==> config.mk <==
export PLATFORM = sky130hd
export DESIGN_NAME = iteration_end_barrier
export DESIGN_NICKNAME = d
export VERILOG_FILES = /design/src/rtl/iteration_end_barrier.sv
export SDC_FILE = /design/constraint.sdc
export NUM_CORES = 1
export LEC_CHECK = 0
export BUFFER_PORTS_ARGS = -buffer_cell sky130_fd_sc_hd__buf_2
export CORE_MARGIN = 2
export CORE_UTILIZATION = 35
export DETAILED_ROUTE_END_ITERATION = 12
export GPL_TIMING_DRIVEN = 0
export PLACE_DENSITY = 0.71
export SLEW_MARGIN = 25
export SYNTH_ARGS = -nofsm -noshare
export SYNTH_HDL_FRONTEND = slang
export SYNTH_SLANG_ARGS = --single-unit
==> constraint.sdc <==
create_clock -name clk -period 3.65 [get_ports clk]
set_clock_uncertainty 0.1 [all_clocks]
set_input_delay 0.1825 -clock clk [delete_from_list [all_inputs] [get_ports clk]]
set_output_delay 0.1825 -clock clk [all_outputs]
set_load 0.02 [all_outputs]
==> src/rtl/iteration_end_barrier.sv <==
// Per-core iteration-end barrier with a registered vertex pass-through.
// Optional barrier watchdog enabled by defining ITER_END_TIMEOUT_EN.
module iteration_end_barrier #(
    parameter int V_ID_WIDTH     = 16,
    parameter int CORE_NUM       = 4,
    parameter int ITER_WIDTH     = 16,
    parameter int MAX_ITER       = 0,
    parameter int TIMEOUT_CYCLES = 4096
) (
    input  logic                           clk,
    input  logic                           rst,
    input  logic [CORE_NUM*V_ID_WIDTH-1:0] front_active_v_id,
    input  logic [CORE_NUM-1:0]            front_active_v_updated,
    input  logic [CORE_NUM-1:0]            front_active_v_pull_first_flag,
    input  logic [CORE_NUM-1:0]            front_active_v_valid,
    input  logic [CORE_NUM-1:0]            front_iteration_end,
    input  logic [CORE_NUM-1:0]            front_iteration_end_valid,
    output logic [CORE_NUM*V_ID_WIDTH-1:0] active_v_id,
    output logic [CORE_NUM-1:0]            active_v_updated,
    output logic [CORE_NUM-1:0]            active_v_pull_first_flag,
    output logic [CORE_NUM-1:0]            active_v_valid,
    output logic [CORE_NUM-1:0]            iteration_end,
    output logic [CORE_NUM-1:0]            iteration_end_valid,
    output logic [ITER_WIDTH-1:0]          iteration_cnt,
    output logic                           global_done,
    output logic                           protocol_err,
    output logic                           barrier_timeout
);

    typedef enum logic [1:0] {
        S_COLLECT,
        S_RELEASE,
        S_DONE
    } state_t;

    localparam logic [ITER_WIDTH:0] LP_MAX = (ITER_WIDTH+1)'(MAX_ITER);

    state_t                         r_state;
    state_t                         w_state_n;
    logic [CORE_NUM-1:0]            r_arrived;
    logic [CORE_NUM-1:0]            w_arrived_n;
    logic [CORE_NUM-1:0]            r_end_acc;
    logic [CORE_NUM-1:0]            w_end_acc_n;
    logic [ITER_WIDTH-1:0]          r_cnt;
    logic [ITER_WIDTH-1:0]          w_cnt_n;
    logic [CORE_NUM-1:0]            r_iev;
    logic [CORE_NUM-1:0]            w_iev_n;
    logic [CORE_NUM-1:0]            r_ie;
    logic [CORE_NUM-1:0]            w_ie_n;
    logic                           r_done;
    logic                           w_done_n;
    logic                           r_perr;
    logic                           w_perr_n;

    logic [CORE_NUM*V_ID_WIDTH-1:0] r_vid;
    logic [CORE_NUM-1:0]            r_vupd;
    logic [CORE_NUM-1:0]            r_vpf;
    logic [CORE_NUM-1:0]            r_vvld;

    logic [CORE_NUM-1:0]            w_new;
    logic [CORE_NUM-1:0]            w_dup;
    logic [CORE_NUM-1:0]            w_arr_acc;
    logic [CORE_NUM-1:0]            w_acc_acc;
    logic [ITER_WIDTH:0]            w_cnt_inc;
    logic [ITER_WIDTH-1:0]          w_cnt_sat;
    logic                           w_max_hit;
    logic                           w_end_hit;
    logic                           w_all_in;

    // First token of an iteration wins; repeats are flagged, not merged.
    assign w_new     = front_iteration_end_valid & ~r_arrived;
    assign w_dup     = front_iteration_end_valid & r_arrived;
    assign w_arr_acc = r_arrived | front_iteration_end_valid;
    assign w_acc_acc = (r_end_acc & ~w_new) | (front_iteration_end & w_new);
    assign w_all_in  = &w_arr_acc;

    assign w_cnt_inc = {1'b0, r_cnt} + 1'b1;
    assign w_cnt_sat = (&r_cnt) ? r_cnt : w_cnt_inc[ITER_WIDTH-1:0];
    assign w_max_hit = (MAX_ITER != 0) && (w_cnt_inc == LP_MAX);
    assign w_end_hit = (&w_acc_acc) || w_max_hit;

    always_ff @(posedge clk) begin
        if (!rst) begin
            r_state   <= S_COLLECT;
            r_arrived <= '0;
            r_end_acc <= '0;
            r_cnt     <= '0;
            r_iev     <= '0;
            r_ie      <= '0;
            r_done    <= 1'b0;
            r_perr    <= 1'b0;
            r_vid     <= '0;
            r_vupd    <= '0;
            r_vpf     <= '0;
            r_vvld    <= '0;
        end else begin
            r_state   <= w_state_n;
            r_arrived <= w_arrived_n;
            r_end_acc <= w_end_acc_n;
            r_cnt     <= w_cnt_n;
            r_iev     <= w_iev_n;
            r_ie      <= w_ie_n;
            r_done    <= w_done_n;
            r_perr    <= w_perr_n;
            r_vid     <= front_active_v_id;
            r_vupd    <= front_active_v_updated;
            r_vpf     <= front_active_v_pull_first_flag;
            r_vvld    <= front_active_v_valid;
        end
    end

    // Release outputs are registered on the edge that sees the last token.
    always_comb begin
        w_state_n   = r_state;
        w_arrived_n = r_arrived;
        w_end_acc_n = r_end_acc;
        w_cnt_n     = r_cnt;
        w_iev_n     = '0;
        w_ie_n      = r_ie;
        w_done_n    = r_done;
        w_perr_n    = r_perr;
        unique case (r_state)
            S_COLLECT: begin
                w_arrived_n = w_arr_acc;
                w_end_acc_n = w_acc_acc;
                if (|w_dup) begin
                    w_perr_n = 1'b1;
                end
                if (w_all_in) begin
                    w_state_n   = S_RELEASE;
                    w_arrived_n = '0;
                    w_iev_n     = '1;
                    w_ie_n      = {CORE_NUM{w_end_hit}};
                    w_cnt_n     = w_cnt_sat;
                    w_done_n    = w_end_hit;
                end
            end
            S_RELEASE: begin
                if (r_done) begin
                    w_state_n = S_DONE;
                end else begin
                    w_state_n   = S_COLLECT;
                    w_ie_n      = '0;
                    w_arrived_n = w_arr_acc;
                    w_end_acc_n = w_acc_acc;
                end
            end
            S_DONE: begin
                w_state_n = S_DONE;
            end
            default: begin
                w_state_n = S_COLLECT;
            end
        endcase
    end

`ifdef ITER_END_TIMEOUT_EN
    localparam int LP_TW = $clog2(TIMEOUT_CYCLES + 1);
    localparam logic [LP_TW-1:0] LP_TO = LP_TW'(TIMEOUT_CYCLES);

    logic [LP_TW-1:0] r_wait;
    logic             r_timeout;

    always_ff @(posedge clk) begin
        if (!rst) begin
            r_wait    <= '0;
            r_timeout <= 1'b0;
        end else begin
            if (r_state == S_COLLECT && w_all_in) begin
                r_wait <= '0;
            end else if (r_state == S_COLLECT && (|r_arrived) && r_wait != LP_TO) begin
                r_wait <= r_wait + 1'b1;
            end
            if (r_wait == LP_TO) begin
                r_timeout <= 1'b1;
            end
        end
    end

    assign barrier_timeout = r_timeout;
`else
    assign barrier_timeout = 1'b0 & (TIMEOUT_CYCLES != 0);
`endif

    assign active_v_id              = r_vid;
    assign active_v_updated         = r_vupd;
    assign active_v_pull_first_flag = r_vpf;
    assign active_v_valid           = r_vvld & {CORE_NUM{r_state != S_DONE}};
    assign iteration_end            = r_ie;
    assign iteration_end_valid      = r_iev;
    assign iteration_cnt            = r_cnt;
    assign global_done              = r_done;
    assign protocol_err             = r_perr;

endmodule

# Yosys cells after proc, flatten, opt, wreduce, memory -nomap -nowiden
# Index checks and enable logic that the tools add are counted.
# W data, S select, Z words.
[op_classes]
mux = 12
eq_ne = 5
addsub = 1
bitwise_logic = 10
reduce_logical = 12
[ops]
columns = ["operator", "n"]
rows = [
  ["$mux W4", 6],
  ["$pmux W4 S2", 3],
  ["$and A4 B4 Y4", 5],
  ["$add A16 B1 Y16 const B", 1],
  ["$reduce_and A16 Y1", 1],
  ["$not A4 Y4", 2],
  ["$or A4 B4 Y4", 2],
  ["$reduce_and A4 Y1", 2],
  ["$ne A2 B2 Y1 const B", 3],
  ["$pmux W2 S3", 1],
  ["$reduce_and A2 Y1", 3],
  ["$reduce_and A6 Y1", 1],
  ["$reduce_and A5 Y1", 1],
  ["$mux W2", 2],
  ["$reduce_or A4 Y1", 1],
  ["$reduce_and A3 Y1", 1],
  ["$eq A2 B1 Y1 const B", 1],
  ["$eq A2 B2 Y1 const B", 1],
  ["$logic_not A2 Y1", 1],
  ["$reduce_bool A2 Y1", 1],
  ["$not A1 Y1", 1],
]
[totals]
register_bits = 112
input_bits = 86
elab_cells = 52
out_inout_bits = 103

# Longest topological paths before layout
# Gate-level depths: netlist of run 1.
[logic_depth]
depth_word = 8
mapped_depth = 6
depth_no_buf = 6

# Least setup slack after synthesis of run 1
# No wires, ideal clock.
[synth_timing]
path_kind = "flip-flop to flip-flop"
startpoint = "register r_state[0]"
endpoint = "register r_cnt[12], in the netlist iteration_cnt[12]"
synth_period_minus_slack_ps = 1832
slack_ps = 1818
path_stages_with_launch = 7
t_arrival_ps = 1613
t_required_ps = 3431
cell_sequence = "dfxtp_1 or2_4 or4_1 buf_2 nor2_4 nand4_1 mux2i_1"
[synth_between]
elab_chain_len = 2
[synth_lines]
columns = ["item", "line", "source"]
rows = [
  ["from (decl)", "38", "state_t r_state;"],
  ["from (signal assigned)", "97", "r_state <= w_state_n;"],
  ["$logic_not A2 Y1", "122", "unique case (r_state)"],
  ["$reduce_and A6 Y1 (no source line)", "n/a", ""],
  ["to (signal assigned)", "100", "r_cnt <= w_cnt_n;"],
  ["to (decl)", "44", "logic [ITER_WIDTH-1:0] r_cnt;"],
]
# No other way between the ends.
# A chain may end at the register's enable or synchronous reset.

# Worst setup path in the final report of run 1
[layout_timing]
startpoint = "register r_state[0]"
endpoint = "register r_cnt[10], in the netlist iteration_cnt[10]"
# The elaborated chain is that of the path after synthesis.

==> results.sh, run 1 <==
export IMPL_initial_core_util_pct=35.74
export IMPL_grt_max_degree=17
export IMPL_setup_worst_path_end="iteration_cnt[10]"
export IMPL_slew_headroom_pct=50.72
export IMPL_drive_above_1_share_pct=34.58
export IMPL_grt_pass1_vias=3336
export IMPL_total_power_mw=2.323
export IMPL_cts_tree="yes"
export IMPL_grtUsageMet1_pct=19.94
export IMPL_postRouteAntennaNets=0
export IMPL_synthMuxAreaShare_pct=2.591
export IMPL_drt_pass1_iter_count=4
export IMPL_drc=0
export IMPL_reg2regPathDepth=6
export IMPL_synth_nets=418
export IMPL_cap_violations=0
export IMPL_rsz0062_at_grt="false"
export IMPL_clockRootBuffer="clkbuf_8"
export IMPL_io_buffers=187
export IMPL_whs_path_depth=3
export IMPL_ys_seq_area_share_pct=61.03
export IMPL_clockBufferDepth=2
export IMPL_synth_edff_count=0
export IMPL_gr_usage_met3_pct=7.489
export IMPL_routed_wl_um=9881
export IMPL_pin_count=189
export IMPL_fillers=808
export IMPL_num_antenna_cells=0
export IMPL_finalSetupViolCount=0
export IMPL_track_usage_pct=18.42
export IMPL_top_usage_layer="met2"
export IMPL_post_cts_resized=0
export IMPL_regToRegEndpoint="iteration_cnt[10]"
export IMPL_synth_seq_cells=106
export IMPL_ir_drop_uv=228.1
export IMPL_rows=36
export IMPL_hold_ws_ns=0.01942
export IMPL_max_freq_ghz=0.5040
export IMPL_reg2reg_slack_ns=1.67
export IMPL_hp_class="primary input to flip-flop"
export IMPL_dr_total_vias=3266
export IMPL_r2r_start="r_state[0]"
export IMPL_fin_crit_sh_pct=54.36
export IMPL_cts_made_buffers=9
export IMPL_die_width_um=103.7
export IMPL_syn_area_per_cell_um2=10.50
export IMPL_cp_end_kind="flip-flop"
export IMPL_area_delta_synth_final_pct=60.71
export IMPL_chipHeight_um=103.7
export IMPL_clkTransAtPathRegs_ns=0.09
export IMPL_antenna_found_initial=0
export IMPL_synth_top_family_by_area="simple AND/OR/NAND/NOR gates"
export IMPL_overflow=0
export IMPL_yosysWarnings=0
export IMPL_start_kind="flip-flop"
export IMPL_syn_inst=331
export IMPL_post_route_min_period_ns=1.984
export IMPL_synth_main_ff_cell="dfxtp_1"
export IMPL_routedWlPerCell_um=13.25
export IMPL_synth_compound_area_share_pct=5.937
export IMPL_fin_area_mm2=0.005588
export IMPL_die_area_mm2=0.01075
export IMPL_h_tree_depth=3
export IMPL_cp_max_fo=8
export IMPL_powerDensity_mw_per_mm2=415.8
export IMPL_routed_via_density=4.378
export IMPL_drt_initial_drc_count=153
export IMPL_synth_async_reset_ratio_pct=0
export IMPL_tns_ns=0
export IMPL_synth_xor_area_share_pct=1.008
export IMPL_required_ns=3.81
export IMPL_place_gp_congestion=0.7871
export IMPL_path_class="flip-flop to flip-flop"
export IMPL_final_nets=696
export IMPL_placed_area_mm2=0.004579
export IMPL_synth_fa_ha_area_share_pct=0.3598
export IMPL_synth_area_mm2=0.003477
export IMPL_p_leak_nw=2.681
export IMPL_grt_met2_usage_pct=31.46
export IMPL_hold_viol_final=0
export IMPL_core_area_mm2=0.009729
export IMPL_dp_hpwl_um=6246
export IMPL_ys_types=41
export IMPL_slew_violations=0
export IMPL_synthSimpleGateAreaFrac_pct=25.69
export IMPL_clock_sinks=106
export IMPL_clk_latency_ns=0.36
export IMPL_status="finished clean"
export IMPL_grt_pass1_wl_um=15770
export IMPL_cp_arrival_ns=2.14
export IMPL_tightest_slew_ns=0.7392
export IMPL_worstSetupStartpoint="r_state[0]"
-- report_power, final --
part,switching [mW],internal [mW]
logic,0.161,0.166
clock network,0.383,0.382
registers,0.0200,1.21
total,0.564,1.76
-- sequential cells by signal (all words and copies together) (netlist names) --
| register | count |
|---|---|
| active_v_id | 64 |
| iteration_cnt | 16 |
| active_v_pull_first_flag | 4 |
| active_v_updated | 4 |
| r_arrived | 4 |
| r_end_acc | 4 |
| r_vvld | 4 |
| r_state | 2 |
| global_done | 1 |
| iteration_end | 1 |
| iteration_end_valid | 1 |
| protocol_err | 1 |
-- worst min path at each step --
stage	from	to
final	front_iteration_end_valid[0]	r_arrived[0]
after global routing	rst	iteration_cnt[10]
after CTS	front_iteration_end_valid[3]	r_arrived[3]
after detailed placement	front_active_v_id[27]	active_v_id[27]
after global placement	front_active_v_pull_first_flag[2]	active_v_pull_first_flag[2]
after floorplan	front_active_v_id[0]	active_v_id[0]
-- critical path, cell delays in order (launching register included) --
cell	delay (ns)
dfxtp_1	0.34
or2_4	0.28
or4_1	0.50
buf_2	0.21
nor2_4	0.17
nand4_1	0.14
mux2i_1	0.14
-- metrics by stage --
step                      setup slack (ns)  std cells  utilization [%]
after global placement               1.695        651            47.07
after floorplan                      1.818        331                -
final                                1.666        746            57.43
after CTS                            1.659        745            57.33
after global routing                 1.531        746            57.43
after detailed placement             1.683        651            47.07
-- cell type report --
type                    count  area [µm²]  area share (%)
plain buffers              19       98.84           1.769
repair buffers            267        1737           31.08
clock buffers              10       127.6           2.284
multi-input cells         202        1241           22.21
well taps                 133       166.4           2.978
inverters                   4       15.01          0.2687
clock inverters             5       80.08           1.433
flip-flops and latches    106        2122           37.98
-- Yosys cell counts, drive strengths merged, types with 4 or more instances --
cell type,n,share of area [%]
nand2,13,1.4
o21ai,6,0.86
or3,5,0.90
and2,82,15
dfxtp,106,61
nand4,4,0.72
a21oi,14,2.0
nor2,22,2.6
inv,4,0.43
nand3,6,0.86
buf,8,1.7
nor2b,4,0.72
mux2i,9,2.6
clkbuf,11,1.2
-- timing repair --
| item | CTS | global route |
|---|---|---|
| endpoints found under the hold margin | 79 | 1 |
| hold buffers | 79 | 1 |
| buffers inserted | 0 | 0 |
-- cells by family after synthesis --
family | Yosys count
mux | 9
buf+inv | 23
flops | 106
xor+xnor | 4
other cells | 1
simple gates | 153
fa+ha+maj | 1
compound gates | 34
-- layout by cell type (no fill, tap or decap), drive strengths merged, types with 3 or more instances in the layout --
| master | netlist | layout |
|---|---|---|
| o21ai | 6 | 6 |
| dlygate4sd3 | 0 | 80 |
| a21oi | 14 | 14 |
| nand2 | 13 | 13 |
| mux2i | 9 | 9 |
| and2 | 82 | 82 |
| nand3 | 6 | 6 |
| nor3 | 3 | 3 |
| nor4 | 3 | 3 |
| buf | 8 | 195 |
| nor2b | 4 | 4 |
| inv | 4 | 4 |
| dfxtp | 106 | 106 |
| xor2 | 3 | 3 |
| nor2 | 22 | 22 |
| and3 | 3 | 3 |
| nand4 | 4 | 4 |
| clkbuf | 11 | 21 |
| or3 | 5 | 5 |
-- layer usage --
layer  vias to the layer above  part of all wire (%)  wire length [µm]
li1                       1643                     -                 -
met5                         -                     0                 0
met2                       148                    49              4813
met1                      1456                    40              3946
met3                        19                   8.8               865
met4                         0                   2.6               256
No activity file was read; power rests on OpenSTA's default activity.
==> run 2: changes to the inputs <==
--- a/config.mk
+++ b/config.mk
@@ -10,7 +10,7 @@
 export CORE_UTILIZATION = 35
 export DETAILED_ROUTE_END_ITERATION = 12
 export GPL_TIMING_DRIVEN = 0
-export PLACE_DENSITY = 0.71
+export PLACE_DENSITY = 0.74
 export SLEW_MARGIN = 25
 export SYNTH_ARGS = -nofsm -noshare
 export SYNTH_HDL_FRONTEND = slang
==> constraint.sdc (replaced) <==
create_clock -name clk -period 1.7 [get_ports clk]
set_clock_uncertainty 0.1 [all_clocks]
set_input_delay 0.085 -clock clk [delete_from_list [all_inputs] [get_ports clk]]
set_output_delay 0.085 -clock clk [all_outputs]
set_load 0.02 [all_outputs]
==> run 2 against run 1 <==
  * Die area unchanged
  * Power up 110%
  * Clock-buffer cell count unchanged
  * Cell count up 2.9%
  * Largest cell class unchanged
  * Sequential cell count unchanged
  * Worst setup slack worse by 2.0 ns
  * The run now ends with setup timing left
==> results.sh, run 2 (synthesized netlist as in run 1, its figures left out) <==
export IMPL_layout_commonest_cell="buf_2"
export IMPL_drt_pass1_iter_count=4
export IMPL_dr_total_vias=3437
export IMPL_path_class="flip-flop to flip-flop"
export IMPL_hold_viol_final=0
export IMPL_drive_above_1_share_pct=42.20
export IMPL_r2r_start="r_state[0]"
export IMPL_tightest_slew_ns=0.5660
export IMPL_finalSetupViolCount=17
export IMPL_slew_violations=0
export IMPL_routed_via_density=4.475
export IMPL_rows=36
export IMPL_h_tree_depth=3
export IMPL_num_antenna_cells=0
export IMPL_slew_headroom_pct=62.27
export IMPL_reg2regPathDepth=6
export IMPL_whs_path_depth=3
export IMPL_core_area_mm2=0.009729
export IMPL_dp_hpwl_um=6259
export IMPL_placed_area_mm2=0.004608
export IMPL_grt_pass1_wl_um=16500
export IMPL_cap_violations=0
export IMPL_hold_ws_ns=0.06922
export IMPL_clkTransAtPathRegs_ns=0.11
export IMPL_powerDensity_mw_per_mm2=824.6
export IMPL_routedWlPerCell_um=13.48
export IMPL_min_from="front_iteration_end[3]"
export IMPL_ir_drop_uv=523.3
export IMPL_drt_initial_drc_count=90
export IMPL_clock_sinks=106
export IMPL_io_buffers=187
export IMPL_cp_end_kind="flip-flop"
export IMPL_area_delta_synth_final_pct=69.20
export IMPL_initial_core_util_pct=35.74
export IMPL_required_ns=1.90
export IMPL_cp_max_fo=4
export IMPL_post_route_min_period_ns=1.989
export IMPL_hp_class="primary input to flip-flop"
export IMPL_total_power_mw=4.851
export IMPL_place_ws_ns=-0.2140
export IMPL_max_freq_ghz=0.5028
export IMPL_overflow=0
export IMPL_reg2reg_slack_ns=-0.29
export IMPL_p_leak_nw=2.801
export IMPL_grt_pass1_vias=3454
export IMPL_routed_wl_um=10350
export IMPL_fin_ws_ns=-0.2887
export IMPL_clk_latency_ns=0.36
export IMPL_fillers=805
export IMPL_final_nets=717
export IMPL_clockBufferDepth=2
export IMPL_start_kind="flip-flop"
export IMPL_cts_tree="yes"
export IMPL_die_area_mm2=0.01075
export IMPL_cts_made_buffers=9
export IMPL_drc=0
export IMPL_rsz0062_at_grt="true"
export IMPL_violations="setup timing"
export IMPL_place_gp_congestion=0.7956
export IMPL_layout_common_cells="187 x buf_2, 89 x dfxtp_1, 83 x dlygate4sd3_1"
export IMPL_cp_arrival_ns=2.19
export IMPL_worstSetupStartpoint="r_state[0]"
export IMPL_die_width_um=103.7
export IMPL_antenna_found_initial=0
export IMPL_chipHeight_um=103.7
export IMPL_clockRootBuffer="clkbuf_8"
export IMPL_track_usage_pct=18.90
export IMPL_fin_area_mm2=0.005883
export IMPL_grt_max_degree=19
export IMPL_status="complete, but fails checks"
export IMPL_pin_count=189
export IMPL_fin_crit_sh_pct=117.0
export IMPL_largest_reg_flops=64
export IMPL_postRouteAntennaNets=0
-- run 2: layout make-up --
class / count / area (µm²) / area share (%)
tap: 133 / 166.4 / 2.829
clock buffer: 10 / 137.6 / 2.339
inverter: 4 / 15.01 / 0.2552
sequential: 106 / 2151 / 36.56
multi-input combinational: 202 / 1354 / 23.01
buffer: 18 / 95.09 / 1.616
clock inverter: 6 / 47.55 / 0.8082
timing repair buffer: 289 / 1917 / 32.58
-- run 2: metal layers --
metal | up-vias | track usage, % | wire, µm
li1 | 1683 | - | -
met1 | 1586 | 20.77 | 3943
met2 | 154 | 33.73 | 5407
met3 | 14 | 5.727 | 840
met4 | 0 | 8.108 | 160
met5 | - | 0 | 0
-- run 2: through the flow --
step	std cells	TNS [ns]	utilization, %
4_1_cts	759	-0.6260	59.18
2_1_floorplan	331	0	-
5_1_grt	768	-3.515	60.47
6_report	768	-2.066	60.47
3_3_place_gp	651	-1.107	47.36
3_5_place_dp	651	-1.546	47.36
-- run 2: timing repair --
item                       4_1_cts  5_1_grt
hold buffers                    83        0
setup endpoints to repair       15       40
setup buffers                   10        9
hold endpoints to repair        85        0
pin swaps                        8       12
resized for setup               20       17
gates cloned                     0        0
-- run 2: report_power, final --
part | total (mW) | internal [mW] | switching, mW
Combinational | 0.755 | 0.390 | 0.365
Sequential | 2.64 | 2.60 | 0.0421
Clock | 1.45 | 0.590 | 0.864
Total | 4.85 | 3.58 | 1.27
-- run 2: worst paths after layout --
kind / to
hold / removal: r_end_acc[3]
hold reg to reg: iteration_cnt[10]
setup reg to reg: iteration_cnt[13]
setup / recovery: iteration_cnt[13]
-- run 2: critical path, stage by stage (launching register included) --
cell      delay, ns
dfxtp_2        0.33
or2_4          0.27
nor4_4         0.33
buf_4          0.18
nand4b_1       0.19
or3_4          0.42
a21oi_2        0.11
